### config.mk
export PLATFORM = sky130hd
export DESIGN_NAME = fetch_sequencer
export DESIGN_NICKNAME = d
export VERILOG_FILES = /design/src/rtl/fetch_sequencer_pkg.sv /design/src/rtl/fetch_buffer.sv /design/src/rtl/fetch_sequencer.sv
export SDC_FILE = /design/constraint.sdc
export NUM_CORES = 1
export LEC_CHECK = 0
export BUFFER_PORTS_ARGS = -buffer_cell sky130_fd_sc_hd__buf_2
export CAP_MARGIN = 20
export CORE_UTILIZATION = 50
export CTS_CLUSTER_SIZE = 28
export DETAILED_ROUTE_END_ITERATION = 8
export PLACE_DENSITY = 0.84
export SLEW_MARGIN = 20
export SYNTH_ARGS = -nofsm -noshare
export SYNTH_HDL_FRONTEND = slang
export SYNTH_SLANG_ARGS = --single-unit
### constraint.sdc
create_clock -name clk -period 7.4 [get_ports clk]
set_input_delay 0.74 -clock clk [delete_from_list [all_inputs] [get_ports clk]]
set_output_delay 0.74 -clock clk [all_outputs]
set_load 0.01 [all_outputs]
### src/rtl/fetch_sequencer_pkg.sv
`default_nettype none
// ============================================================================
// Module   : fetch_sequencer_pkg
// Purpose  : Shared definitions for the instruction-fetch front end: machine
//            width, instruction size, the buffered {pc, instr} entry and the
//            canonical NOP encoding.
// Revision : 1.0 - initial release
// ============================================================================
package fetch_sequencer_pkg;

    localparam int XLEN        = 32;
    localparam int INSTR_BYTES = 4;

    // addi x0, x0, 0 - reserved for bubble insertion in a later revision
    localparam logic [31:0] NOP_INSTR = 32'h0000_0013;

    typedef struct packed {
        logic [XLEN-1:0] pc;
        logic [XLEN-1:0] instr;
    } fetch_entry_t;

endpackage : fetch_sequencer_pkg
`default_nettype wire

### src/rtl/fetch_buffer.sv
`default_nettype none
// ============================================================================
// Module   : fetch_buffer
// Purpose  : Small synchronous FIFO of fetch entries with single-cycle flush.
//            A push into a full buffer is accepted only when a pop happens in
//            the same cycle (occupancy then stays unchanged).
// Ports    : clk, rst       - clock, synchronous active-high reset
//            i_flush        - drop all entries (wins over push/pop)
//            i_push, i_data - enqueue i_data
//            i_pop          - dequeue head
//            o_head         - head entry; last presented head while empty
//            o_full,o_empty - occupancy flags
// Revision : 1.0 - initial release
// ============================================================================
module fetch_buffer
    import fetch_sequencer_pkg::*;
#(
    parameter int DEPTH = 2
) (
    input  logic         clk,
    input  logic         rst,
    input  logic         i_flush,
    input  logic         i_push,
    input  fetch_entry_t i_data,
    input  logic         i_pop,
    output fetch_entry_t o_head,
    output logic         o_full,
    output logic         o_empty
);

    localparam int c_PTR_W = $clog2(DEPTH);
    localparam int c_CNT_W = c_PTR_W + 1;

    fetch_entry_t             r_mem [DEPTH];
    fetch_entry_t             r_last_head;
    logic [c_PTR_W-1:0]       r_rd_ptr;
    logic [c_PTR_W-1:0]       r_wr_ptr;
    logic [c_CNT_W-1:0]       r_count;

    logic                     w_do_pop;
    logic                     w_do_push;
    logic                     w_wr_en;

    assign o_empty   = (r_count == '0);
    assign o_full    = (r_count == c_CNT_W'(DEPTH));
    assign w_do_pop  = i_pop & ~o_empty;
    // The slot freed by a same-cycle pop is the one being written when full.
    assign w_do_push = i_push & (~o_full | w_do_pop);
    assign w_wr_en   = w_do_push & ~i_flush;

    // While empty the head port keeps showing whatever was last at the head,
    // so downstream sees no spurious toggling on the data lines.
    assign o_head = o_empty ? r_last_head : r_mem[r_rd_ptr];

    always_ff @(posedge clk) begin
        if (w_wr_en) begin
            r_mem[r_wr_ptr] <= i_data;
        end
    end

    always_ff @(posedge clk) begin
        if (rst) begin
            r_rd_ptr    <= '0;
            r_wr_ptr    <= '0;
            r_count     <= '0;
            r_last_head <= '0;
        end else begin
            if ((i_flush | i_pop) & ~o_empty) begin
                r_last_head <= r_mem[r_rd_ptr];
            end
            if (i_flush) begin
                r_rd_ptr <= '0;
                r_wr_ptr <= '0;
                r_count  <= '0;
            end else begin
                if (w_do_push) begin
                    r_wr_ptr <= r_wr_ptr + c_PTR_W'(1);
                end
                if (w_do_pop) begin
                    r_rd_ptr <= r_rd_ptr + c_PTR_W'(1);
                end
                unique case ({w_do_push, w_do_pop})
                    2'b10:   r_count <= r_count + c_CNT_W'(1);
                    2'b01:   r_count <= r_count - c_CNT_W'(1);
                    default: r_count <= r_count;
                endcase
            end
        end
    end

endmodule : fetch_buffer
`default_nettype wire

### src/rtl/fetch_sequencer.sv
`default_nettype none
// ============================================================================
// Module   : fetch_sequencer
// Purpose  : Instruction-fetch controller. Owns the PC, addresses a
//            combinational-read instruction memory, buffers {pc, instr} pairs
//            and hands them to decode over valid/ready. EX redirects flush the
//            buffer and reload the PC; misaligned targets set a sticky flag.
// Ports    : clk, rst                  - clock, synchronous active-high reset
//            fetch_en                  - allow new fetches
//            imem_addr / imem_instr    - instruction memory address / data
//            redirect_valid/_pc        - PC change request from EX
//            out_valid/_ready/_pc/_instr - decode handshake and head entry
//            misalign_err              - sticky misaligned-redirect flag
//            fetched_cnt               - completed decode handshakes
// Revision : 1.0 - initial release
// ============================================================================
module fetch_sequencer
    import fetch_sequencer_pkg::*;
#(
    parameter int              XLEN      = fetch_sequencer_pkg::XLEN,
    parameter logic [XLEN-1:0] RESET_PC  = '0,
    parameter int              BUF_DEPTH = 2
) (
    input  logic            clk,
    input  logic            rst,
    input  logic            fetch_en,
    output logic [XLEN-1:0] imem_addr,
    input  logic [XLEN-1:0] imem_instr,
    input  logic            redirect_valid,
    input  logic [XLEN-1:0] redirect_pc,
    output logic            out_valid,
    input  logic            out_ready,
    output logic [XLEN-1:0] out_pc,
    output logic [XLEN-1:0] out_instr,
    output logic            misalign_err,
    output logic [31:0]     fetched_cnt
);

    logic [XLEN-1:0] r_pc;
    logic            r_misalign;
    logic [31:0]     r_fetched_cnt;

    logic            w_pop;
    logic            w_push;
    logic            w_buf_pop;
    logic            w_full;
    logic            w_empty;
    fetch_entry_t    w_push_entry;
    fetch_entry_t    w_head;
    logic [XLEN-1:0] w_redirect_target;

    assign imem_addr = r_pc;

    assign out_valid = ~w_empty;
    assign out_pc    = w_head.pc;
    assign out_instr = w_head.instr;

    assign w_pop     = out_valid & out_ready;
    // A redirect squashes the handshake: the head is flushed, not delivered.
    assign w_buf_pop = w_pop & ~redirect_valid;
    assign w_push    = fetch_en & ~redirect_valid & (~w_full | w_pop);

    assign w_push_entry.pc    = r_pc;
    assign w_push_entry.instr = imem_instr;

    assign w_redirect_target = {redirect_pc[XLEN-1:2], 2'b00};

    fetch_buffer #(
        .DEPTH (BUF_DEPTH)
    ) u_fetch_buffer (
        .clk     (clk),
        .rst     (rst),
        .i_flush (redirect_valid),
        .i_push  (w_push),
        .i_data  (w_push_entry),
        .i_pop   (w_buf_pop),
        .o_head  (w_head),
        .o_full  (w_full),
        .o_empty (w_empty)
    );

    always_ff @(posedge clk) begin
        if (rst) begin
            r_pc <= RESET_PC;
        end else if (redirect_valid) begin
            r_pc <= w_redirect_target;
        end else if (w_push) begin
            r_pc <= r_pc + XLEN'(INSTR_BYTES);
        end
    end

    always_ff @(posedge clk) begin
        if (rst) begin
            r_misalign <= 1'b0;
        end else if (redirect_valid && (redirect_pc[1:0] != 2'b00)) begin
            r_misalign <= 1'b1;
        end
    end

    always_ff @(posedge clk) begin
        if (rst) begin
            r_fetched_cnt <= '0;
        end else if (w_buf_pop) begin
            r_fetched_cnt <= r_fetched_cnt + 32'd1;
        end
    end

    assign misalign_err = r_misalign;
    assign fetched_cnt  = r_fetched_cnt;

endmodule : fetch_sequencer
`default_nettype wire

==> reports/qor.yml <==
run_status:
  run_status: "finished clean"
min_path:
  hold_path_class: "input pin to register"
worst_setup_path:
  cp.arrival_ns: 2.61
  r2r_start: "u_fetch_buffer.r_count[0]"
  worstSetupStartpointType: "register"
  cp-end-kind: "primary output"
  rr_worst_depth: 6
  regToRegSetupSlack_ns: 4.34
  setup.worst_path.class: "register to primary output"
  cp.required_ns: 6.66
  worstPathMaxFanout: 102
  worstSetupStartpoint: "u_fetch_buffer.r_count[0]"
  critical_path.reg2reg.endpoint: "u_fetch_buffer.r_last_head[59]"
  critPathCapture: "out_pc[9]"
cells_and_area:
  final_nets: 1189
  areaGrowthSynthToFinish_pct: 19.4
  fin_area_um2: 12500
  drive_gt1_share_pct: 22.1
global_route:
  grt_usage_pct: 22.0
  grt_pass1_vias: 7313
  grt_overflow: 0
  grt_antenna_before_repair: 1
  grt_pass1_wl_um: 38100
  grt_max_degree: 125
sta:
  setup_violations: 0
  hold_viol: 0
  maxSlewViolCount: 0
  rsz0062_at_grt: "no"
  tightest_slew_ns: 0.968
  fin_crit_ns: 3.35
  finalClockSkew_ns: 0.0110
  timing.setup.tns_ns: 0
  period_share_pct: 45.2
  slew_headroom_pct: 35.0
  max_freq_mhz: 299
clock_tree:
  tritoncts: "yes"
  clk_pin_slew_ns: 0.06
  clock_sinks: 254
  hold_buffers: 0
  ctsResizeCount: 0
  clk_latency_ns: 0.52
  cts_max_level: 1
  cts_root_buf: "clkbuf_16"
  cts_setup_buffers: 0
  clock_path_buffers: 3
  cts_buffers: 27
logic_synthesis:
  yosysWarnings: 0
  ys_ff_latch: 254
  yosysUniqueCellTypes: 40
  synth_cells: 953
  synthesis.area_um2: 10400
  avgSynthCellArea_um2: 11.0
  yosysSeqAreaShare_pct: 60.6
drt:
  wire_per_inst_um: 17.0
  via_per_inst: 5.57
  drc: 0
  drt_pass1_iterations: 5
  vias: 7847
  drt_wl_total_um: 24000
  postRouteAntennaNets: 0
  first_iter_violations: 567
floorplan:
  fp-row-count: 52
  initial_core_util_pct: 51.3
  core_area_um2: 20400
  dieArea_um2: 21500
  dieWidth_um: 147
  fp.dieH_um: 147
  io_pins: 199
power:
  power.leakage_nw: 4.58
  p_total_w: 0.00314
  ir_worst_vdd_uv: 162
  power_density_nw_per_um2: 252
place:
  portBuffers: 194
  hpwl_um: 15200
  globalplace.congestion: 0.814
  place_area_um2: 11500
run:
  maxCapViolations: 0
==> logic make-up (layout without fill, tap and decap cells) <==
group | count (synthesis) | count (layout) | synth area share [%]
and+or+nand+nor | 317 | 317 | 14.3
DFF | 254 | 254 | 60.6
AOI/OAI and AO/OA | 177 | 177 | 10.6
buffers and inverters | 78 | 260 | 3.06
muxes | 62 | 62 | 5.94
xor gates and xnor gates | 61 | 61 | 5.12
adders and majority gates | 3 | 3 | 0.359
other | 1 | 6 | 0.0359
==> worst min-delay path by stage <==
| stage | startpoint | endpoint | cells past startpoint |
|---|---|---|---|
| 2_1_floorplan | misalign_err | misalign_err | 2 |
| 6_report | imem_instr[14] | u_fetch_buffer.r_mem[1][14] | 1 |
| 4_1_cts | imem_instr[11] | u_fetch_buffer.r_mem[0][11] | 1 |
| 5_1_grt | imem_instr[24] | u_fetch_buffer.r_mem[0][24] | 1 |
| 3_5_place_dp | misalign_err | misalign_err | 2 |
| 3_3_place_gp | misalign_err | misalign_err | 2 |
==> where the power goes <==
group	total [W]	internal (W)	leakage (nW)	switching, W
Sequential	0.00157	0.00153	2.20	0.0000393
Combinational	0.000246	0.0000948	1.95	0.000151
Clock	0.00133	0.000796	0.433	0.000530
Total	0.00314	0.00242	4.58	0.000721
==> state kept, by name, indices dropped and copies added, names as in the netlist, named ones only <==
register                    count
fetched_cnt                    32
misalign_err                    1
u_fetch_buffer.r_rd_ptr         1
u_fetch_buffer.r_mem          124
imem_addr                      30
u_fetch_buffer.r_wr_ptr         1
u_fetch_buffer.r_count          2
u_fetch_buffer.r_last_head     62
==> area by class of cell <==
cell class	count	area (um2)
clock inverters	16	164
fillers	1569	7890
diodes	2	5.00
well taps	270	338
multi-input cells	624	3830
flip-flops and latches	254	6330
clock buffers	34	722
inverters	9	33.8
repair buffers	201	1050
==> synthesized netlist by cell type (all sizes together) <==
cell type  instances  area, um2
dfxtp            130       2600
xor2              28        245
a211oi            75        563
nand2             32        120
nor2             170        638
nand4b             2       17.5
mux2i             62        621
ha                 3       37.5
xnor2             33        289
or3                4       25.0
and4               9       78.8
nand3             18        103
edfxtp           124       3720
or4                1       7.51
nor4              15        109
or2                1       6.26
o21a               1       7.51
o22ai              6       37.5
o21ai              6       33.8
a21oi             81        405
a31oi              1       6.26
and2               7       43.8
and3              16        100
nand4             24        150
buf               23        113
nor3              16       80.1
or3b               1       8.76
inv                9       33.8
o31ai              1       7.51
a311oi             2       17.5
conb               1       3.75
nor2b              1       6.26
clkbuf            46        173
o21bai             4       30.0
==> per-layer routing <==
layer	global-route usage (%)	vias up	routed length, um
met4	8.23	0	739
met2	35.2	330	11300
li1	-	3773	-
met3	5.41	56	2080
met5	0	-	0
met1	28.9	3688	9940
==> placed cells by master (no fill, tap or decap), types with 6 or more instances in the layout <==
| cell | n |
|---|---|
| buf_2 | 193 |
| nor2_1 | 169 |
| dfxtp_1 | 129 |
| edfxtp_1 | 124 |
| a21oi_1 | 81 |
| a211oi_1 | 75 |
| mux2i_1 | 62 |
| xnor2_1 | 33 |
| nand2_1 | 32 |
| xor2_1 | 28 |
| clkbuf_16 | 27 |
| nand4_1 | 24 |
| nand3_1 | 17 |
| nor3_1 | 16 |
| and3_1 | 15 |
| nor4_1 | 14 |
| inv_1 | 9 |
| and4_1 | 9 |
| o22ai_1 | 6 |
| clkinv_2 | 6 |
| buf_4 | 6 |
==> critical path, stage by stage (launching register included) <==
cell     delay, ns
dfxtp_1       0.43
or2_4         0.33
buf_4         0.80
nor2_1        0.08
a21oi_1       0.24
buf_2         0.18
==> through the flow <==
| step | instances | hold slack, ns | utilization [%] | setup WS [ns] |
|---|---|---|---|---|
| floorplan | 956 | 0.470 | - | 2.81 |
| CTS | 1407 | 0.389 | 61.1 | 4.04 |
| detailed placement | 1357 | 0.451 | 56.7 | 4.20 |
| finish | 1410 | 0.407 | 61.2 | 4.05 |
| global placement | 1357 | 0.433 | 56.7 | 4.33 |
| global route | 1408 | 0.392 | 61.2 | 3.84 |
(Power assumes the default switching activity.)
